--- config.mk ---
export PLATFORM = sky130hd
export DESIGN_NAME = vec_stream_loader_flat
export DESIGN_NICKNAME = d
export VERILOG_FILES = /design/src/rtl/vec_stream_loader_if.sv /design/src/rtl/vec_stream_loader.sv /design/src/flat_wrapper.sv
export SDC_FILE = /design/constraint.sdc
export NUM_CORES = 1
export LEC_CHECK = 0
export CORE_MARGIN = 3
export CORE_UTILIZATION = 50
export CTS_BUF_LIST = sky130_fd_sc_hd__clkbuf_2 sky130_fd_sc_hd__clkbuf_4 sky130_fd_sc_hd__clkbuf_8
export DETAILED_ROUTE_END_ITERATION = 16
export PLACE_DENSITY_LB_ADDON = 0.1
export SYNTH_ARGS = -nofsm -noshare
export SYNTH_HDL_FRONTEND = slang
export SYNTH_SLANG_ARGS = --single-unit
--- constraint.sdc ---
create_clock -name clk -period 2.8 [get_ports clk]
set_input_delay 0.28 -clock clk [delete_from_list [all_inputs] [get_ports clk]]
set_output_delay 0.28 -clock clk [all_outputs]
set_load 0.05 [all_outputs]
--- src/rtl/vec_stream_loader_if.sv ---
// Host-side bundle for vec_stream_loader: command and element stream in, and
// the bank write port plus status out.
interface vec_stream_loader_if #(
  parameter int unsigned BITS = 8,
  parameter int unsigned N    = 64
);
  logic            cmd_valid;
  logic            cmd_ready;
  logic [3:0]      cmd_reg;
  logic            s_valid;
  logic            s_ready;
  logic [BITS-1:0] s_data;
  logic [BITS-1:0] vec_out [N];
  logic [3:0]      wr_sel;
  logic            wr_en;
  logic            busy;
  logic            done;

  modport master (
    output cmd_valid, cmd_reg, s_valid, s_data,
    input  cmd_ready, s_ready, vec_out, wr_sel, wr_en, busy, done
  );

  modport slave (
    input  cmd_valid, cmd_reg, s_valid, s_data,
    output cmd_ready, s_ready, vec_out, wr_sel, wr_en, busy, done
  );
endinterface

--- src/rtl/vec_stream_loader.sv ---
// Collects N stream elements into a vector, then strobes a single parallel
// write of that vector into the selected vector-bank register.
module vec_stream_loader #(
  parameter int unsigned BITS = 8,
  parameter int unsigned N    = 64
) (
  input logic               clk,
  input logic               rst,
  vec_stream_loader_if.slave bus_io
);

  localparam int unsigned CntW = (N > 1) ? $clog2(N) : 1;
  localparam logic [CntW-1:0] LastIdx = CntW'(N - 1);

  typedef enum logic [1:0] {StIdle, StLoad, StWrite} state_e;

  state_e          state_q;
  logic [CntW-1:0] cnt_q;
  logic [BITS-1:0] vec_q [N];
  logic [3:0]      wr_sel_q;
  logic            wr_en_q;
  logic            done_q;
  logic            busy_q;
  logic            cmd_ready_q;
  logic            s_ready_q;

  // Handshake outputs are registered alongside the state so that no output
  // depends combinationally on an input.
  always_ff @(posedge clk) begin
    if (rst) begin
      state_q     <= StIdle;
      cnt_q       <= '0;
      for (int i = 0; i < int'(N); i++) begin
        vec_q[i] <= '0;
      end
      wr_sel_q    <= '0;
      wr_en_q     <= 1'b0;
      done_q      <= 1'b0;
      busy_q      <= 1'b0;
      cmd_ready_q <= 1'b1;
      s_ready_q   <= 1'b0;
    end else begin
      wr_en_q <= 1'b0;
      done_q  <= 1'b0;
      unique case (state_q)
        StIdle: begin
          if (bus_io.cmd_valid) begin
            wr_sel_q    <= bus_io.cmd_reg;
            cnt_q       <= '0;
            state_q     <= StLoad;
            cmd_ready_q <= 1'b0;
            s_ready_q   <= 1'b1;
            busy_q      <= 1'b1;
          end
        end
        StLoad: begin
          if (bus_io.s_valid) begin
            vec_q[cnt_q] <= bus_io.s_data;
            if (cnt_q == LastIdx) begin
              state_q   <= StWrite;
              s_ready_q <= 1'b0;
              wr_en_q   <= 1'b1;
            end else begin
              cnt_q <= cnt_q + CntW'(1);
            end
          end
        end
        StWrite: begin
          state_q     <= StIdle;
          done_q      <= 1'b1;
          cmd_ready_q <= 1'b1;
          busy_q      <= 1'b0;
        end
        default: begin
          state_q     <= StIdle;
          cmd_ready_q <= 1'b1;
          s_ready_q   <= 1'b0;
          busy_q      <= 1'b0;
        end
      endcase
    end
  end

  for (genvar g = 0; g < int'(N); g++) begin : g_vec_out
    assign bus_io.vec_out[g] = vec_q[g];
  end

  assign bus_io.wr_sel    = wr_sel_q;
  assign bus_io.wr_en     = wr_en_q;
  assign bus_io.done      = done_q;
  assign bus_io.busy      = busy_q;
  assign bus_io.cmd_ready = cmd_ready_q;
  assign bus_io.s_ready   = s_ready_q;

  // The write strobe is a single-cycle pulse always followed by done.
  a_wr_en_pulse : assert property (@(posedge clk) disable iff (rst)
    wr_en_q |=> (!wr_en_q && done_q));

  a_ready_exclusive : assert property (@(posedge clk) disable iff (rst)
    !(cmd_ready_q && s_ready_q));

endmodule

--- src/flat_wrapper.sv ---
// flat-port wrapper written by rule: the top's interface ports become plain ports
module vec_stream_loader_flat 
#(
  parameter int unsigned BITS = 8,
  parameter int unsigned N    = 64
)
  (clk, rst, bus_io_cmd_valid, bus_io_cmd_reg, bus_io_s_valid, bus_io_s_data, bus_io_cmd_ready, bus_io_s_ready, bus_io_vec_out, bus_io_wr_sel, bus_io_wr_en, bus_io_busy, bus_io_done);
  vec_stream_loader_if #(.BITS(BITS), .N(N)) bus_io_i ();
  input logic clk;
  input logic rst;
  input wire logic [$bits(bus_io_i.cmd_valid)-1:0] bus_io_cmd_valid;
  input wire logic [$bits(bus_io_i.cmd_reg)-1:0] bus_io_cmd_reg;
  input wire logic [$bits(bus_io_i.s_valid)-1:0] bus_io_s_valid;
  input wire logic [$bits(bus_io_i.s_data)-1:0] bus_io_s_data;
  output wire logic [$bits(bus_io_i.cmd_ready)-1:0] bus_io_cmd_ready;
  output wire logic [$bits(bus_io_i.s_ready)-1:0] bus_io_s_ready;
  output wire logic [$bits(bus_io_i.vec_out)-1:0] bus_io_vec_out;
  output wire logic [$bits(bus_io_i.wr_sel)-1:0] bus_io_wr_sel;
  output wire logic [$bits(bus_io_i.wr_en)-1:0] bus_io_wr_en;
  output wire logic [$bits(bus_io_i.busy)-1:0] bus_io_busy;
  output wire logic [$bits(bus_io_i.done)-1:0] bus_io_done;
  assign bus_io_i.cmd_valid = bus_io_cmd_valid;
  assign bus_io_i.cmd_reg = bus_io_cmd_reg;
  assign bus_io_i.s_valid = bus_io_s_valid;
  assign bus_io_i.s_data = bus_io_s_data;
  assign bus_io_cmd_ready = bus_io_i.cmd_ready;
  assign bus_io_s_ready = bus_io_i.s_ready;
  assign bus_io_vec_out = {>>{bus_io_i.vec_out}};
  assign bus_io_wr_sel = bus_io_i.wr_sel;
  assign bus_io_wr_en = bus_io_i.wr_en;
  assign bus_io_busy = bus_io_i.busy;
  assign bus_io_done = bus_io_i.done;
  vec_stream_loader #(.BITS(BITS), .N(N)) u_core (.clk(clk), .rst(rst), .bus_io(bus_io_i));
endmodule
== Yosys cells after proc, flatten, opt, wreduce, memory -nomap -nowiden ==
Memories as Yosys holds them, arrays and structs flattened.
Index checks and enable logic that the tools add are counted.
Widths: inputs -> output; s select.

* Register bits after elaboration: 17
* Bits in writable memories: 512
* Output and inout bits: 521
* Word-level logic and storage cells: 55
* Memories kept: 1

* Add/subtract/negate cells: 1
* Equality and inequality tests: 7
* Mux-type cells: 26
* Bitwise operators: 3
* Reductions and logical operators: 9

{| class="wikitable"
|+ Memories
! name !! depth !! width !! rd ports !! clocked after Yosys merged registers in !! wr ports !! RTL line !! RTL
|-
| u_core.vec_q || 64 || 8 || 64 || 0 || 64 || vec_stream_loader.sv:19 || <nowiki>logic [BITS-1:0] vec_q [N];</nowiki>
|}

{| class="wikitable"
|+ Operators with widths
! kind !! count
|-
| $mux 6 || 4
|-
| $mux 1 || 13
|-
| $pmux 6 s2 || 1
|-
| $mux 8 || 1
|-
| $reduce_and 4->1 || 2
|-
| $reduce_or 8->1 || 1
|-
| $add 6x1->6 const B || 1
|-
| $eq 6x6->1 const B || 1
|-
| $mux 2 || 3
|-
| $ne 2x2->1 const B || 3
|-
| $pmux 1 s2 || 2
|-
| $pmux 2 s2 || 1
|-
| $reduce_and 2->1 || 2
|-
| $not 1->1 || 3
|-
| $pmux 1 s3 || 1
|-
| $reduce_and 3->1 || 1
|-
| $reduce_or 3->1 || 1
|-
| $eq 2x1->1 const B || 1
|-
| $eq 2x2->1 const B || 1
|-
| $logic_not 2->1 || 1
|-
| $ne 2x1->1 const B || 1
|-
| $reduce_bool 2->1 || 1
|}

== Logic depth before layout (Yosys ltp) ==
Gate-level depths: netlist of run 1.

* Word-level depth: 6
* Depth in mapped cells: 6

== Least setup slack after synthesis of run 1 ==
Ideal clock, no wire load.

* Kind: reg2reg
* Start point: reg u_core.cnt_q[4]
* End point: mem u_core.vec_q[19][0] (enable)
* Library setup time: 330 ps
* Arrival time: 1796 ps
* Required time: 2470 ps
* Path slack: 675 ps
* Stages on the path, launching flop included: 7
* Path buffers: 2
* Clock period less this slack: 2125 ps
* Cell sequence: dfxtp_1 -> buf_4 -> or3b_1 -> buf_2 -> or4_4 -> nor2_4 -> or2_1

{| class="wikitable"
|+ RTL lines
! element !! RTL line !! RTL
|-
| from (decl) || vec_stream_loader.sv:18 || <nowiki>logic [CntW-1:0] cnt_q;</nowiki>
|-
| from (signal assigned) || vec_stream_loader.sv:64 || <nowiki>cnt_q <= cnt_q + CntW'(1);</nowiki>
|-
| to (decl) || vec_stream_loader.sv:19 ||
|}

==> out/results.tsv, run 1 <==
stage	metric	value	unit
logic_synthesis	synth.top_cell.area_share	0.7509	
final_layout	multi_input_area	4442	µm²
route	drtPass1Iterations	5	
placement	place_area	26830	µm²
clock_tree	clkTransAtPathRegs	0.06	ns
route	post_drt_wl_per_cell	24.21	µm
sta	tightest_slew	0.6697	ns
sta	setup_viol	0	
worst_setup_path	cp-startpoint	u_core.cnt_q[2]	
floorplan	die_y	208.4	µm
global_routing	grt_pass1_vias	13040	
worst_setup_path	reg2reg_depth	4	
floorplan	core_area	40100	µm²
run	maxCapViolCount	0	
logic_synthesis	avgSynthCellArea	15.30	µm²
sta	maxSlewHeadroom	0.5522	
clock_tree	insertion_delay	0.63	ns
logic_synthesis	synth_edf_count	512	
global_routing	grtUsageTotal	0.2806	
logic_synthesis	syn_area	20470	µm²
final_layout	syn_to_final_growth	38.90	%
worst_setup_path	slowest_delay	0.63	ns
sta	post-route-min-period	2.643	ns
sta	finalHoldViolCount	0	
floorplan	die_w	208.4	µm
final_layout	seqCellArea	15720	µm²
route	drt_iter0_drc	894	
worst_setup_path	r2r-start	u_core.cnt_q[2]	
sta	timing.final.crit_share	0.9439	
route	drt_wl_total	61.75	mm
outcome	outcome	completed	
global_routing	grt_max_degree	65	
clock_tree	cts_buffer_depth	3	
worst_setup_path	end_kind	flop	
final_layout	drive_gt1_frac	0.1481	
clock_tree	cts_resized	0	
logic_synthesis	seq_area_frac_synth	0.7675	
final_layout	nets	1978	
logic_synthesis	synthDistinctLibCells	42	
route	route.detailed.drc	0	
worst_setup_path	rrSetupSlack	0.16	ns
clock_tree	cts-htree-levels	3	
clock_tree	root_buffer	clkbuf_8	
logic_synthesis	synth_nets	1355	
logic_synthesis	ys_warn_count	0	
pwr	p_leak	10.53	nW
worst_setup_path	cp.arrival	2.97	ns
worst_hold_path	hold_class	in -> reg	
logic_synthesis	syn-instance-count	1338	
worst_hold_path	hold_depth	3	
logic_synthesis	synth_top_cell_by_area	edfxtp_1	
sta	skew	0.02228	ns
sta	max_freq	378.4	MHz
clock_tree	cts_buffers	84	
final_layout	nFillCells	2771	
global_routing	grt_pass1_wl	89.02	mm
clock_tree	postCtsSetupBuffers	0	
worst_setup_path	start_kind	flop	
worst_setup_path	worstPathCellList	or3b_1, or4_4, nor2_2, or2_2	
worst_setup_path	critPathMaxFanout	14	
logic_synthesis	ys_seq_elements	529	
global_routing	grt_overflow	0	
placement	port_buffers	536	
floorplan	design.die.area	43410	µm²
pwr	irDropWorstVdd	0.0004431	V
sta	rsz0062_at_grt	false	
sta	slew_violations	0	
floorplan	ios	537	
route	ant_nets	0	
final_layout	post-route-cell-area	28440	µm²
clock_tree	cts_tree	yes	
worst_setup_path	r2r_end	u_core.vec_q[52][3]	
final_layout	final_util	0.7092	
clock_tree	clkSinkCount	529	
logic_synthesis	ys.flop_type	edfxtp_1	
floorplan	placementRows	73	
worst_setup_path	worst-endpoint-required	3.12	ns
clock_tree	holdBufCountCts	1	
logic_synthesis	synthTopCellsByCount	and2_1 (512), edfxtp_1 (512), clkbuf_1 (66)	
route	via_count	13080	
route	viasPerCell	5.129	
worst_setup_path	worstSetupPathType	reg -> reg	
placement	place_congestion	0.8416	
floorplan	start_util	0.5106	
logic_synthesis	async_reset_ff_frac	0	
worst_hold_path	min-delay-start	bus_io_cmd_reg[0]	
logic_synthesis	synth_area_leaders	edfxtp_1 (75%), and2_1 (16%), or2_2 (1.7%), dfxtp_1 (1.7%), clkbuf_1 (1.2%)	
placement	post-dp-hpwl	41.82	mm
worst_setup_path	cp_slowest_cell	or4_4	
worst_hold_path	holdPathEnd	u_core.bus_io.wr_sel[0]	
pwr	power_density	626.0	nW/µm²
global_routing	antenna_found_initial	1	
worst max-delay path: cells and delay by family, from the launching register on:
family | cells | cell delay, ns
flip-flops | 1 | 0.54
AND/OR/NAND/NOR | 4 | 1.79
area by class of cell:
| cell class | instances | share of cell area |
|---|---|---|
| antenna | 1 | 0.00008799 |
| timing repair buffer | 617 | 0.2117 |
| tap | 525 | 0.02310 |
| clock inverter | 27 | 0.004664 |
| sequential | 529 | 0.5526 |
| multi-input combinational | 727 | 0.1562 |
| clock buffer | 123 | 0.05139 |
| inverter | 2 | 0.0002640 |
flip-flops by register name (all words and copies together), names as in the netlist:
name and flops:
u_core.bus_io.cmd_ready 1, u_core.vec_q 512, u_core.state_q 2, u_core.bus_io.wr_en 1
u_core.bus_io.wr_sel 4, u_core.bus_io.s_ready 1, u_core.cnt_q 6, u_core.bus_io.done 1
u_core.bus_io.busy 1
cell families after synthesis:
| family | synth area share |
|---|---|
| AND/OR/NAND/NOR | 0.2091 |
| flip-flops | 0.7675 |
| buffers and inverters | 0.01552 |
| AO/OA/AOI/OAI | 0.007272 |
| adder cells (fa/ha/maj) | 0.0006110 |
metal layers:
metal / track usage / share of wire
met5: 0 / 0
met4: 0.1153 / 0.038
met3: 0.09726 / 0.099
met2: 0.4502 / 0.48
met1: 0.3511 / 0.38
worst max-delay path by stage:
stage,end,slack [ns],cells past startpoint
6_report,u_core.vec_q[52][3],0.16,4
5_1_grt,u_core.vec_q[52][3],0.04,4
4_1_cts,u_core.vec_q[52][0],0.18,4
3_5_place_dp,u_core.vec_q[42][7],-0.1,6
3_3_place_gp,u_core.vec_q[42][2],-0.04,6
2_1_floorplan,u_core.vec_q[19][0],0.67,6
placed cells by master (no fill, tap or decap), drive strengths merged, types with 2 or more instances in the layout:
master,Yosys,routed
nand4,4,4
buf,14,89
nor4bb,2,2
or3,2,2
or3b,4,4
nor2,70,70
inv,2,3
clkinvlp,0,4
edfxtp,512,512
or2,65,65
or4,5,5
nand2b,2,2
nand2,14,14
a31oi,2,2
clkdlybuf4s50,0,527
and4,2,2
nand3,8,8
clkbuf,66,123
clkinv,0,22
and2,512,512
nand4b,2,2
a21oi,5,5
a21boi,2,2
and3,2,2
o311ai,2,2
o21ai,7,7
nand3b,5,5
dfxtp,17,17
stage by stage:
stage / std cells / setup TNS, ns / setup slack, ns / power, mW / hold WS, ns
floorplan: 1338 / 0 / 0.6746 / 10.72 / 0.4160
global placement: 2399 / -0.2983 / -0.03745 / 11.65 / 0.4621
detailed placement: 2399 / -1.583 / -0.09891 / 11.67 / 0.4712
CTS: 2550 / 0 / 0.1812 / 17.92 / 0.1667
global route: 2550 / 0 / 0.04059 / 18.39 / 0.2335
finish: 2551 / 0 / 0.1570 / 17.80 / 0.2177
report_power, final:
part | internal [mW] | switching [mW] | leakage (nW) | total, mW
clock | 3.34 | 2.97 | 0.842 | 6.31
combinational | 0.629 | 1.76 | 4.48 | 2.39
sequential | 8.98 | 0.117 | 5.21 | 9.10
(Power assumes the default switching activity.)
==> run 2: changes to the inputs <==
CAP_MARGIN = 10   (was default)
SKIP_CTS_REPAIR_TIMING = 1   (was default)
==> results of run 2 <==
Final layout, timing and power as in run 1 (identical DEF).
Main changes from that run: wire length of the first global-routing pass 89020 µm -> 89000 µm; met1 usage 0.3511 -> 0.3509; met2 usage 0.4502 -> 0.4490; met3 usage 0.09726 -> 0.09756
==> variant: new RTL, settings of run 1 <==
`BITS` is set to 8 in 3 places; all go to 9.
--- a/src/rtl/vec_stream_loader_if.sv
+++ b/src/rtl/vec_stream_loader_if.sv
@@ -2,5 +2,5 @@
 // the bank write port plus status out.
 interface vec_stream_loader_if #(
-  parameter int unsigned BITS = 8,
+  parameter int unsigned BITS = 9,
   parameter int unsigned N    = 64
 );
--- a/src/rtl/vec_stream_loader.sv
+++ b/src/rtl/vec_stream_loader.sv
@@ -2,5 +2,5 @@
 // write of that vector into the selected vector-bank register.
 module vec_stream_loader #(
-  parameter int unsigned BITS = 8,
+  parameter int unsigned BITS = 9,
   parameter int unsigned N    = 64
 ) (
--- a/src/flat_wrapper.sv
+++ b/src/flat_wrapper.sv
@@ -2,5 +2,5 @@
 module vec_stream_loader_flat 
 #(
-  parameter int unsigned BITS = 8,
+  parameter int unsigned BITS = 9,
   parameter int unsigned N    = 64
 )
Interface: changed (resized bus_io_s_data and bus_io_vec_out); port bits go from 537 to 602. No check against the original RTL was run, so the function may have changed too.
==> variant against run 1 <==
- final area rose by 12%
- routed wire length rose by 16%
- first-iteration DRC count rose by 41%
- via count rose by 10%
- cell count rose by 11%
- die area rose by 11%
- power rose by 13%
- sequential cell count rose by 64
- combinational power rose by 13%
- area after synthesis rose by 11%
- worst setup slack improved by 230 ps
- synthesized cell count rose by 10%
- count of clock-buffer cells in the layout rose by 5
- critical path type unchanged
- highest routed layer is now met5
==> variant: results (changes against run 1) <==
Global route
  – Initial antenna violation count: 3 (was 1)
  – First-pass GRT wire length: 101000 um (was 89000 um)
  – Vias in the first global route: 14.5k (was 13.0k)
  – Global Route Usage Sum: 0.293 (was 0.281)

Clocking
  – Clock buffer depth: 3 (unchanged)
  – Cts bufs inserted: 94 (was 84)
  – Worst-Skew Late Latency: 680 ps (was 630 ps)

Cells and area
  – Layout Cells excl Fill: 2831 (was 2551)
  – FILL cells: 3040 (was 2771)
  – Share of cells above drive strength 1: 0.143 (was 0.148)
  – Max reg flops: 576 (was 512)
  – Multi-input gate area: 4850 um2 (was 4440 um2)
  – Post-layout nets: 2191 (was 1978)

STA
  – Layout Skew: 21.9 ps (was 22.3 ps)
  – Hold WS: 104 ps (was 218 ps)

Worst setup path
  – WP data arrival: 2730 ps (was 2970 ps)
  – CP max-delay cell: or4_4 (unchanged)
  – Reg2reg setup slack: 380 ps (was 160 ps)
  – Worst Path Max Fanout: 10 (was 14)
  – Reg-to-reg endpoint: u_core.vec_q[21][8] (was u_core.vec_q[52][3])
  – RR Startpoint: u_core.cnt_q[4] (was u_core.cnt_q[2])

Synthesis
  – Syn nets: 1491 (was 1355)
  – Number of synthesized flops with an enable pin: 576 (was 512)
  – Compound-cell area share of the yosys netlist: 0.00652 (was 0.00727)
  – Asr flop ratio synth: 0 (unchanged)
  – Seq/Total Area, Yosys: 0.773 (was 0.768)
  – Synth cell count leaders: and2_1, edfxtp_1, clkbuf_1, nor2_1, or2_2 (unchanged)
  – Post-Synth Adder-Cell Area: 0.000548 (was 0.000611)

Power
  – VDD IR max: 0.552 mV (was 0.443 mV)
  – Leak pwr: 11.8 nW (was 10.5 nW)

Placed design
  – Area post-placement: 30000 um2 (was 26800 um2)
  – Dpl ws: 147 ps (was -98.9 ps)
  – Port buffer count: 601 (was 536)

Outcome
  – Status: completed (unchanged)

Routing
  – Overall routed net length: 71600 um (was 61800 um)
  – Initial DRC Count: 1259 (was 894)

Worst hold path
  – Worst Min Path Start: rst (was bus_io_cmd_reg[0])
  – WHS Endpoint: u_core.cnt_q[4] (was u_core.bus_io.wr_sel[0])
[variant: changes by cell type in the layout (fill, tap and decap cells not counted), sizes merged, moves of 2 or more]
cell / before / now
edfxtp: 512 / 576
buf: 89 / 100
clkinv: 22 / 28
clkbuf: 123 / 128
bufinv: 0 / 2
clkdlybuf4s50: 527 / 591
and2: 512 / 576
[variant: cell families after synthesis]
| logic type | Yosys count |
|---|---|
| compound gates | 23 |
| fa+ha+maj | 1 |
| buf+inv | 89 |
| flops | 593 |
| simple gates | 767 |
[variant: per-layer routing]
layer	GRT usage	share of wire	vias to the layer above
met3	0.0996	0.10	121
li1	-	-	6492
met5	0	0.00047	-
met2	0.488	0.49	718
met4	0.118	0.037	6
met1	0.353	0.36	7107
[variant: worst max path at each step]
stage / slack [ps] / cells after the start / endpoint / startpoint
2_1_floorplan: 640 / 6 / u_core.vec_q[19][0] / u_core.cnt_q[4]
5_1_grt: 300 / 4 / u_core.vec_q[21][8] / u_core.cnt_q[4]
6_report: 380 / 4 / u_core.vec_q[21][8] / u_core.cnt_q[4]
3_5_place_dp: 150 / 7 / u_core.vec_q[39][7] / bus_io_s_valid
4_1_cts: 390 / 4 / u_core.vec_q[21][8] / u_core.cnt_q[4]
3_3_place_gp: 170 / 7 / u_core.vec_q[39][7] / bus_io_s_valid
[variant: critical path: cells and delay by family (launching register included)]
family / cells / cell delay (ps)
simple gates: 4 / 1720
flops: 1 / 330
[variant: layout make-up]
cell class	instances	share of cell area
Timing Repair Buffer	691	0.212
Clock buffer	128	0.0509
Sequential cell	593	0.555
Inverter	2	0.000236
Multi-Input combinational cell	791	0.153
Tap cell	592	0.0233
Clock inverter	34	0.00657
[variant: power by group]
group	leakage, nW	internal [mW]	switching, mW
sequential	5.84	10.1	0.133
clock	0.961	3.90	3.34
combinational	4.97	0.696	2.00
total	11.8	14.7	5.47
